[src/rtl/bram_rd_arbiter.sv]
// bram_rd_arbiter
//   Shares the single read port of the body-state BRAM between two requesters
//   (0: force/integration engine, 1: host readback). The grant is round-robin,
//   with one grant per cycle. A tag pipeline returns each read to the
//   requester that issued it, in issue order, after a fixed latency.
//
// Ports
//   clk, reset                 clock; synchronous active-high reset
//   reqN_valid/addr/ready      read request handshake (N = 0, 1)
//   rspN_valid/data            read response for requester N. Valid is a
//                              one-cycle pulse, and data holds its value
//                              between responses.
//   bram_rdaddress             registered read address to the RAM
//   bram_q                     RAM read data
//   busy                       at least one read in flight (registered)
module bram_rd_arbiter #(
    parameter int unsigned ADDR_W = 15,
    parameter int unsigned DATA_W = 80,
    parameter int unsigned RD_LAT = 1
) (
    input  logic              clk,
    input  logic              reset,
    input  logic              req0_valid,
    input  logic [ADDR_W-1:0] req0_addr,
    output logic              req0_ready,
    output logic              rsp0_valid,
    output logic [DATA_W-1:0] rsp0_data,
    input  logic              req1_valid,
    input  logic [ADDR_W-1:0] req1_addr,
    output logic              req1_ready,
    output logic              rsp1_valid,
    output logic [DATA_W-1:0] rsp1_data,
    output logic [ADDR_W-1:0] bram_rdaddress,
    input  logic [DATA_W-1:0] bram_q,
    output logic              busy
);

    // One stage for the address register, plus RD_LAT stages for the RAM itself.
    localparam int unsigned Depth = RD_LAT + 1;

    logic              last_q, last_d;
    logic [ADDR_W-1:0] rdaddr_q;
    logic [Depth-1:0]  tag_vld_q, tag_vld_d;
    logic [Depth-1:0]  tag_id_q, tag_id_d;
    logic              rsp0_valid_q, rsp1_valid_q;
    logic [DATA_W-1:0] rsp0_data_q, rsp1_data_q;
    logic              busy_q;

    logic gnt0, gnt1, accept;
    logic ret_vld, ret_id;

    // Round-robin grant. last_q holds the requester granted most recently.
    always_comb begin
        gnt0 = 1'b0;
        gnt1 = 1'b0;
        if (!reset) begin
            if (req0_valid && req1_valid) begin
                gnt0 = last_q;
                gnt1 = !last_q;
            end else begin
                gnt0 = req0_valid;
                gnt1 = req1_valid;
            end
        end
    end

    assign accept = gnt0 | gnt1;

    always_comb begin
        last_d    = last_q;
        tag_vld_d = '0;
        tag_id_d  = '0;
        if (accept) begin
            last_d = gnt1;
        end
        tag_vld_d[0] = accept;
        tag_id_d[0]  = gnt1;
        for (int unsigned i = 1; i < Depth; i++) begin
            tag_vld_d[i] = tag_vld_q[i-1];
            tag_id_d[i]  = tag_id_q[i-1];
        end
    end

    // The tag leaving the last stage is the one whose RAM data is on bram_q now.
    assign ret_vld = tag_vld_q[Depth-1];
    assign ret_id  = tag_id_q[Depth-1];

    always_ff @(posedge clk) begin
        if (reset) begin
            last_q       <= 1'b1;
            rdaddr_q     <= '0;
            tag_vld_q    <= '0;
            tag_id_q     <= '0;
            rsp0_valid_q <= 1'b0;
            rsp1_valid_q <= 1'b0;
            rsp0_data_q  <= '0;
            rsp1_data_q  <= '0;
            busy_q       <= 1'b0;
        end else begin
            last_q       <= last_d;
            tag_vld_q    <= tag_vld_d;
            tag_id_q     <= tag_id_d;
            rsp0_valid_q <= ret_vld && !ret_id;
            rsp1_valid_q <= ret_vld && ret_id;
            busy_q       <= |tag_vld_d;
            if (accept) begin
                rdaddr_q <= gnt1 ? req1_addr : req0_addr;
            end
            if (ret_vld && !ret_id) begin
                rsp0_data_q <= bram_q;
            end
            if (ret_vld && ret_id) begin
                rsp1_data_q <= bram_q;
            end
        end
    end

    assign req0_ready     = gnt0;
    assign req1_ready     = gnt1;
    assign rsp0_valid     = rsp0_valid_q;
    assign rsp1_valid     = rsp1_valid_q;
    assign rsp0_data      = rsp0_data_q;
    assign rsp1_data      = rsp1_data_q;
    assign bram_rdaddress = rdaddr_q;
    assign busy           = busy_q;

endmodule

[config.mk]
export PLATFORM = sky130hd
export DESIGN_NAME = bram_rd_arbiter
export DESIGN_NICKNAME = d
export VERILOG_FILES = /design/src/rtl/bram_rd_arbiter.sv
export SDC_FILE = /design/constraint.sdc
export NUM_CORES = 1
export LEC_CHECK = 0
export CAP_MARGIN = 10
export CORE_ASPECT_RATIO = 0.6
export CORE_MARGIN = 2
export CORE_UTILIZATION = 35
export CTS_BUF_LIST = sky130_fd_sc_hd__clkbuf_2 sky130_fd_sc_hd__clkbuf_4 sky130_fd_sc_hd__clkbuf_8
export DETAILED_ROUTE_END_ITERATION = 10
export DONT_BUFFER_PORTS = 1
export GPL_ROUTABILITY_DRIVEN = 0
export HOLD_SLACK_MARGIN = 0.03
export SLEW_MARGIN = 20
export SYNTH_ARGS = -nofsm -noshare
export SYNTH_HDL_FRONTEND = slang
export SYNTH_SLANG_ARGS = --single-unit
[constraint.sdc]
create_clock -name clk -period 1.42 [get_ports clk]
set_input_delay 0.284 -clock clk [delete_from_list [all_inputs] [get_ports clk]]
set_output_delay 0.284 -clock clk [all_outputs]
set_load 0.005 [all_outputs]
==> results of run 1 <==
kinds of logic after synthesis:
kind of cell / Yosys count / share of synthesized area [%]
simple gates: 338 / 20.5
compound gates: 191 / 17.0
flops: 183 / 57.2
buf+inv: 77 / 5.30
sequential cells by signal, indices dropped and copies added, names as in the netlist:
| signal | flops |
|---|---|
| busy | 1 |
| tag_vld_q | 2 |
| bram_rdaddress | 15 |
| rsp1_valid | 1 |
| rsp1_data | 80 |
| tag_id_q | 2 |
| rsp0_valid | 1 |
| last_q | 1 |
| rsp0_data | 80 |
placed cells by master (no fill, tap or decap), drive strengths merged, types with 4 or more instances in the layout:
cell / n
dfxtp: 183
buf: 12
nand2: 322
a221o: 15
a2111oi: 15
nor2: 4
inv: 17
nor2b: 4
clkbuf: 20
a21oi: 160
dlygate4sd3: 39
path summary, 6_finish.rpt:
check / slack (ns) / cells past startpoint / endpoint
max: 0.003 / 2 / req1_ready
min reg2reg: 0.48 / 2 / rsp0_data[21]$_SDFFE_PP0P_
max reg2reg: 0.01 / 5 / bram_rdaddress[6]$_SDFFE_PP0P_
min: -0.06 / 2 / rsp1_data[27]$_SDFFE_PP0P_
layout make-up:
cell class / instances / area [um^2] / share of cell area (%)
Clock inverter: 11 / 149 / 1.98
Inverter: 15 / 56.3 / 0.750
Sequential cell: 183 / 3660 / 48.8
Timing Repair Buffer: 51 / 581 / 7.73
Tap cell: 240 / 300 / 4.00
Clock buffer: 20 / 263 / 3.50
Multi-Input combinational cell: 530 / 2490 / 33.2
metal layers:
layer  wire length, um  vias to the layer above  global-route usage [%]  share of wire [%]
li1                  -                     2595                       -                  -
met4               135                        0                    4.70               0.72
met2              8260                      231                    27.6                 44
met1              8060                     2478                    23.1                 43
met5                 0                        -                       0                  0
met3              2220                       12                    9.59                 12
what timing repair did:
| action | in CTS | in global routing |
|---|---|---|
| pin swaps | 2 | 2 |
| hold buffers | 33 | 7 |
| hold endpoints to repair | 181 | 164 |
| gates cloned | 1 | 0 |
| resized for setup | 4 | 23 |
| setup buffers | 1 | 0 |
| setup endpoints to repair | 2 | 17 |
power groups by stage:
stage	registers (mW)	logic [mW]	clock network (mW)
finish	5.43	0.516	3.66
global route	5.46	0.577	3.97
CTS	5.44	0.477	3.78
detailed placement	5.56	0.388	0
global placement	5.56	0.373	0
floorplan	5.51	0.372	0
critical path: stages (launching register included):
cell and delay [ns]:
dfxtp_2 0.34, nand2_2 0.06, and3b_4 0.27
metrics by stage:
stage                     TNS [ns]  power [mW]  cells  util [%]
after floorplan                  0        5.88    789         -
after global placement           0        5.93    978      36.8
after detailed placement         0        5.94    978      36.8
after CTS                  -0.0515        9.70   1044      41.1
after global routing        -0.601        10.0   1050      41.8
final                            0        9.61   1050      41.8
==> flow_metrics.py, run 1 <==
metrics = {
    "die": {
        "std_cell_rows": 38,
        "core_region_area_mm2": 0.0180,
        "start_util_pct": 35.6,
        "die_y_um": 109,
        "die-area_mm2": 0.0194,
        "ioPinCount": 294,
        "dieWidth_um": 179,
    },
    "drt": {
        "drc_errors": 0,
        "routed_via_density": 5.06,
        "first_pass_iters": 4,
        "route.vias.total": 5316,
        "postRouteAntennaNets": 0,
        "wl_per_cell_um": 17.8,
        "drt_wl_total_mm": 18.7,
        "drtIter0Drc": 315,
    },
    "cts": {
        "cts.sink_count": 183,
        "clock_latency_ns": 0.46,
        "clkTransAtPathRegs_ns": 0.10,
        "cts_max_path_buffers": 2,
        "cts_buffers": 17,
        "htree_levels": 4,
        "cts_root_buf": "clkbuf_8",
        "cts_tree": "done",
    },
    "power": {
        "ir_worst_vdd_mv": 0.568,
        "cellInternalPower_mw": 7.37,
        "net-switching-power_mw": 2.24,
        "p_seq_share_pct": 56.6,
        "power_frac_comb_pct": 5.4,
        "p_leak_nw": 2.56,
        "swShare_pct": 23.3,
        "power_frac_clock_pct": 38.1,
        "powerDensity_mw_per_mm2": 1280,
    },
    "yosys": {
        "yosysMostFrequentCell": "nand2_1",
        "syn_avg_cell_area_um2": 8.11,
        "ys_types": 20,
        "syn_nets": 903,
        "synth_area_leader_cell": "dfxtp_1",
        "synthArstFlopShare_pct": 0,
        "seq_area_frac_synth_pct": 57.2,
        "synth_seq_cells": 183,
        "yosys_warnings": 0,
        "synth.top_cell.area_share_pct": 57.2,
        "synth_edf_count": 0,
        "ys.flop_type": "dfxtp_1",
        "synthTopCellsByCount": "nand2_1, dfxtp_1, a21oi_1",
        "synthCells": 789,
        "synthTopCellsByArea": "dfxtp_1, nand2_1, a21oi_1",
        "synthesis.area_mm2": 0.00640,
    },
    "timing": {
        "worst_slew_pin_slew_ns": 0.513,
        "slew_violations": 0,
        "rsz0062_at_grt": "yes",
        "finalSetupViolCount": 0,
        "max_freq_mhz": 706,
        "fin_skew_ns": 0.0156,
        "period_needed_ns": 1.42,
        "fin_crit_sh_pct": 99.8,
        "hold_slack_ns": -0.0557,
        "hold_violations": 121,
        "slew_headroom_pct": 65.8,
        "finalWorstSetupSlack_ns": 0.00330,
    },
    "worst_setup_path": {
        "cp_data_arrival_time_ns": 1.13,
        "crit_type": "reg2out",
        "cp-end-kind": "output pin",
        "crit_start": "last_q$_SDFFE_PP1P_",
        "required_ns": 1.14,
        "startpoint_type": "flop",
        "cp_max_fo": 8,
        "rr_startpoint": "last_q$_SDFFE_PP1P_",
    },
    "worst_hold_path": {
        "hp-class": "in2reg",
        "min_from": "bram_q[27]",
    },
    "global_routing": {
        "gr-total-overflow": 0,
        "grt_usage_pct": 18.3,
        "grt_pass1_wl_mm": 27.7,
        "antenna_found_initial": 0,
        "grt_max_degree": 187,
        "grt_pass1_vias": 5022,
    },
    "cells_and_area": {
        "nFillCells": 1808,
        "nNetsFinal": 912,
        "area_growth_pct": 17.3,
        "drive_above_1_share_pct": 7.65,
        "finalInstanceArea_mm2": 0.00751,
        "n_antenna_cell": 0,
    },
    "run_status": {
        "outcome": "finished, violations left",
        "violations": "negative hold slack",
    },
    "placed_design": {
        "io_buffers": 0,
        "placed_cell_area_mm2": 0.00662,
        "place.detailed.hpwl_mm": 12.3,
        "post-place-ws_ns": 0.0555,
    },
    "flow_run": {
        "cap_violations": 0,
    },
}
(Power assumes the default switching activity.)
==> run 2, diff against run 1 <==
- SLEW_MARGIN: 20 -> not set
==> results of run 2 <==
Same layout as run 1: the final DEF is identical, and so are final timing and power.
==> run 3, diff against run 2 <==
- CORE_ASPECT_RATIO: 0.6 -> 2
- DONT_BUFFER_PORTS: 1 -> not set
- PLACE_DENSITY: not set -> 0.7
- REMOVE_ABC_BUFFERS: not set -> 1
==> run 3 against run 2 <==
  * The flow finishes with violations (negative setup slack)
  * Hold slack improved by 0.44 ns
  * Count of clock-buffer cells in the layout fell by 2
  * Utilization rose by 13 points
  * Final cell count rose by 23%
  * Power rose by 2.7%
  * Clock skew fell by 0.0041 ns
==> flow_metrics.py, run 3 (same netlist as run 1, synthesis figures left out) <==
metrics = {
    "power": {
        "p_seq_share_pct": 54.6,
        "power_frac_clock_pct": 34.2,
        "power.total_mw": 9.87,
        "p_leak_nw": 4.21,
        "net-switching-power_mw": 2.51,
        "swShare_pct": 25.5,
        "ir_worst_vdd_mv": 0.541,
        "power_frac_comb_pct": 11.2,
        "powerDensity_mw_per_mm2": 1000,
        "cellInternalPower_mw": 7.36,
    },
    "cts": {
        "cts_max_path_buffers": 2,
        "htree_levels": 4,
        "clock_latency_ns": 0.47,
        "clkTransAtPathRegs_ns": 0.09,
        "cts.sink_count": 183,
        "cts_buffers": 17,
        "cts_root_buf": "clkbuf_8",
        "cts_tree": "done",
        "postCtsHoldBufs": 0,
    },
    "worst_setup_path": {
        "crit_family": "flip-flops",
        "startpoint_type": "flop",
        "crit_buf_inv": 1,
        "cp_data_arrival_time_ns": 1.22,
        "crit_chain": "nand2_2 -> and3b_2 -> clkbuf_2",
        "worst-r2r-setup-slack_ns": 0.03,
        "required_ns": 1.14,
        "crit_type": "reg2out",
        "cp_max_fo": 3,
        "critPathSlowestCell": "dfxtp_2",
        "cp-end-kind": "output pin",
        "slowest_delay_ns": 0.34,
    },
    "run_status": {
        "violations": "negative setup slack",
        "outcome": "finished, violations left",
    },
    "cells_and_area": {
        "area_growth_pct": 54.2,
        "multiInputGateArea_mm2": 0.00243,
        "nFillCells": 1705,
        "final_common_cell": "nand2_1",
        "nNetsFinal": 1172,
        "drive_above_1_share_pct": 11.2,
        "layout_common_cells": "nand2_1, a21oi_1, dlygate4sd2_1",
        "regArea_mm2": 0.00373,
    },
    "global_routing": {
        "grt_usage_pct": 21.1,
        "grt_pass1_vias": 5904,
        "gr-total-overflow": 0,
        "grt_max_degree": 59,
        "grt_pass1_wl_mm": 31.8,
        "antenna_found_initial": 1,
    },
    "drt": {
        "drt_wl_total_mm": 20.7,
        "drc_errors": 0,
        "first_pass_iters": 5,
        "route.vias.total": 6236,
        "postRouteAntennaNets": 0,
        "drtIter0Drc": 219,
        "routed_via_density": 4.84,
        "wl_per_cell_um": 16.0,
    },
    "placed_design": {
        "io_buffers": 293,
        "place.detailed.hpwl_mm": 14.4,
        "post-place-ws_ns": -0.596,
    },
    "flow_run": {
        "cap_violations": 0,
    },
    "timing": {
        "fin_crit_sh_pct": 106,
        "fin_skew_ns": 0.0115,
        "finalWorstSetupSlack_ns": -0.0885,
        "finalSetupViolCount": 5,
        "worst_slew_pin_slew_ns": 0.580,
        "tns_ns": -0.143,
        "period_needed_ns": 1.51,
        "slew_headroom_pct": 61.2,
        "slew_violations": 0,
        "max_freq_mhz": 663,
        "hold_violations": 0,
        "rsz0062_at_grt": "yes",
    },
    "die": {
        "die_y_um": 195,
        "dieWidth_um": 99.6,
        "core_region_area_mm2": 0.0181,
        "die-area_mm2": 0.0195,
        "std_cell_rows": 70,
        "start_util_pct": 35.3,
        "ioPinCount": 294,
    },
    "worst_hold_path": {
        "hp-class": "in2reg",
    },
}
run 3: worst min-delay path: stages:
cell and delay [ns]:
clkdlybuf4s50_1 0.42, nand2_1 0.06, a21oi_1 0.05
run 3: final timing paths:
path	start	to	cells past startpoint
max	last_q$_SDFFE_PP1P_	req1_ready	3
min	bram_q[73]	rsp0_data[73]$_SDFFE_PP0P_	3
max reg2reg	last_q$_SDFFE_PP1P_	bram_rdaddress[7]$_SDFFE_PP0P_	5
min reg2reg	tag_id_q[0]$_SDFF_PP0_	tag_id_q[1]$_SDFF_PP0_	1
run 3: layer usage:
layer  global-route usage (%)  share of wire (%)
met5                        0                  0
met4                     11.6                5.0
met3                     4.29                5.0
met2                     38.1                 54
met1                     22.3                 36
run 3: final cells by class:
cell class / instances / share of cell area (%)
well taps: 216 / 2.74
clock buffers: 18 / 2.51
diodes: 1 / 0.0254
repair buffers: 312 / 30.4
inverters: 15 / 0.570
flip-flops and latches: 183 / 37.8
clock inverters: 14 / 1.27
multi-input cells: 529 / 24.7
run 3: repair_timing:
action | in CTS | in global routing
setup buffers | 1 | 0
setup endpoints to repair | 195 | 38
hold endpoints to repair | 0 | 0
resized for setup | 246 | 34
pin swaps | 1 | 1
run 3: power by group through the flow:
stage | registers [mW] | clock network (mW) | logic (mW)
global route | 5.41 | 3.68 | 1.20
finish | 5.39 | 3.38 | 1.11
CTS | 5.39 | 3.51 | 1.11
floorplan | 5.51 | 0 | 0.275
detailed placement | 5.50 | 0 | 1.20
global placement | 5.50 | 0 | 1.19
run 3: stage by stage:
stage / hold slack (ns) / cell area [um^2] / utilization [%] / std cells
2_1_floorplan: 0.353 / 6120 / - / 727
3_3_place_gp: 0.420 / 9590 / 52.9 / 1254
3_5_place_dp: 0.445 / 9590 / 52.9 / 1254
4_1_cts: 0.341 / 9830 / 54.2 / 1287
5_1_grt: 0.365 / 9870 / 54.4 / 1288
6_report: 0.381 / 9870 / 54.4 / 1288
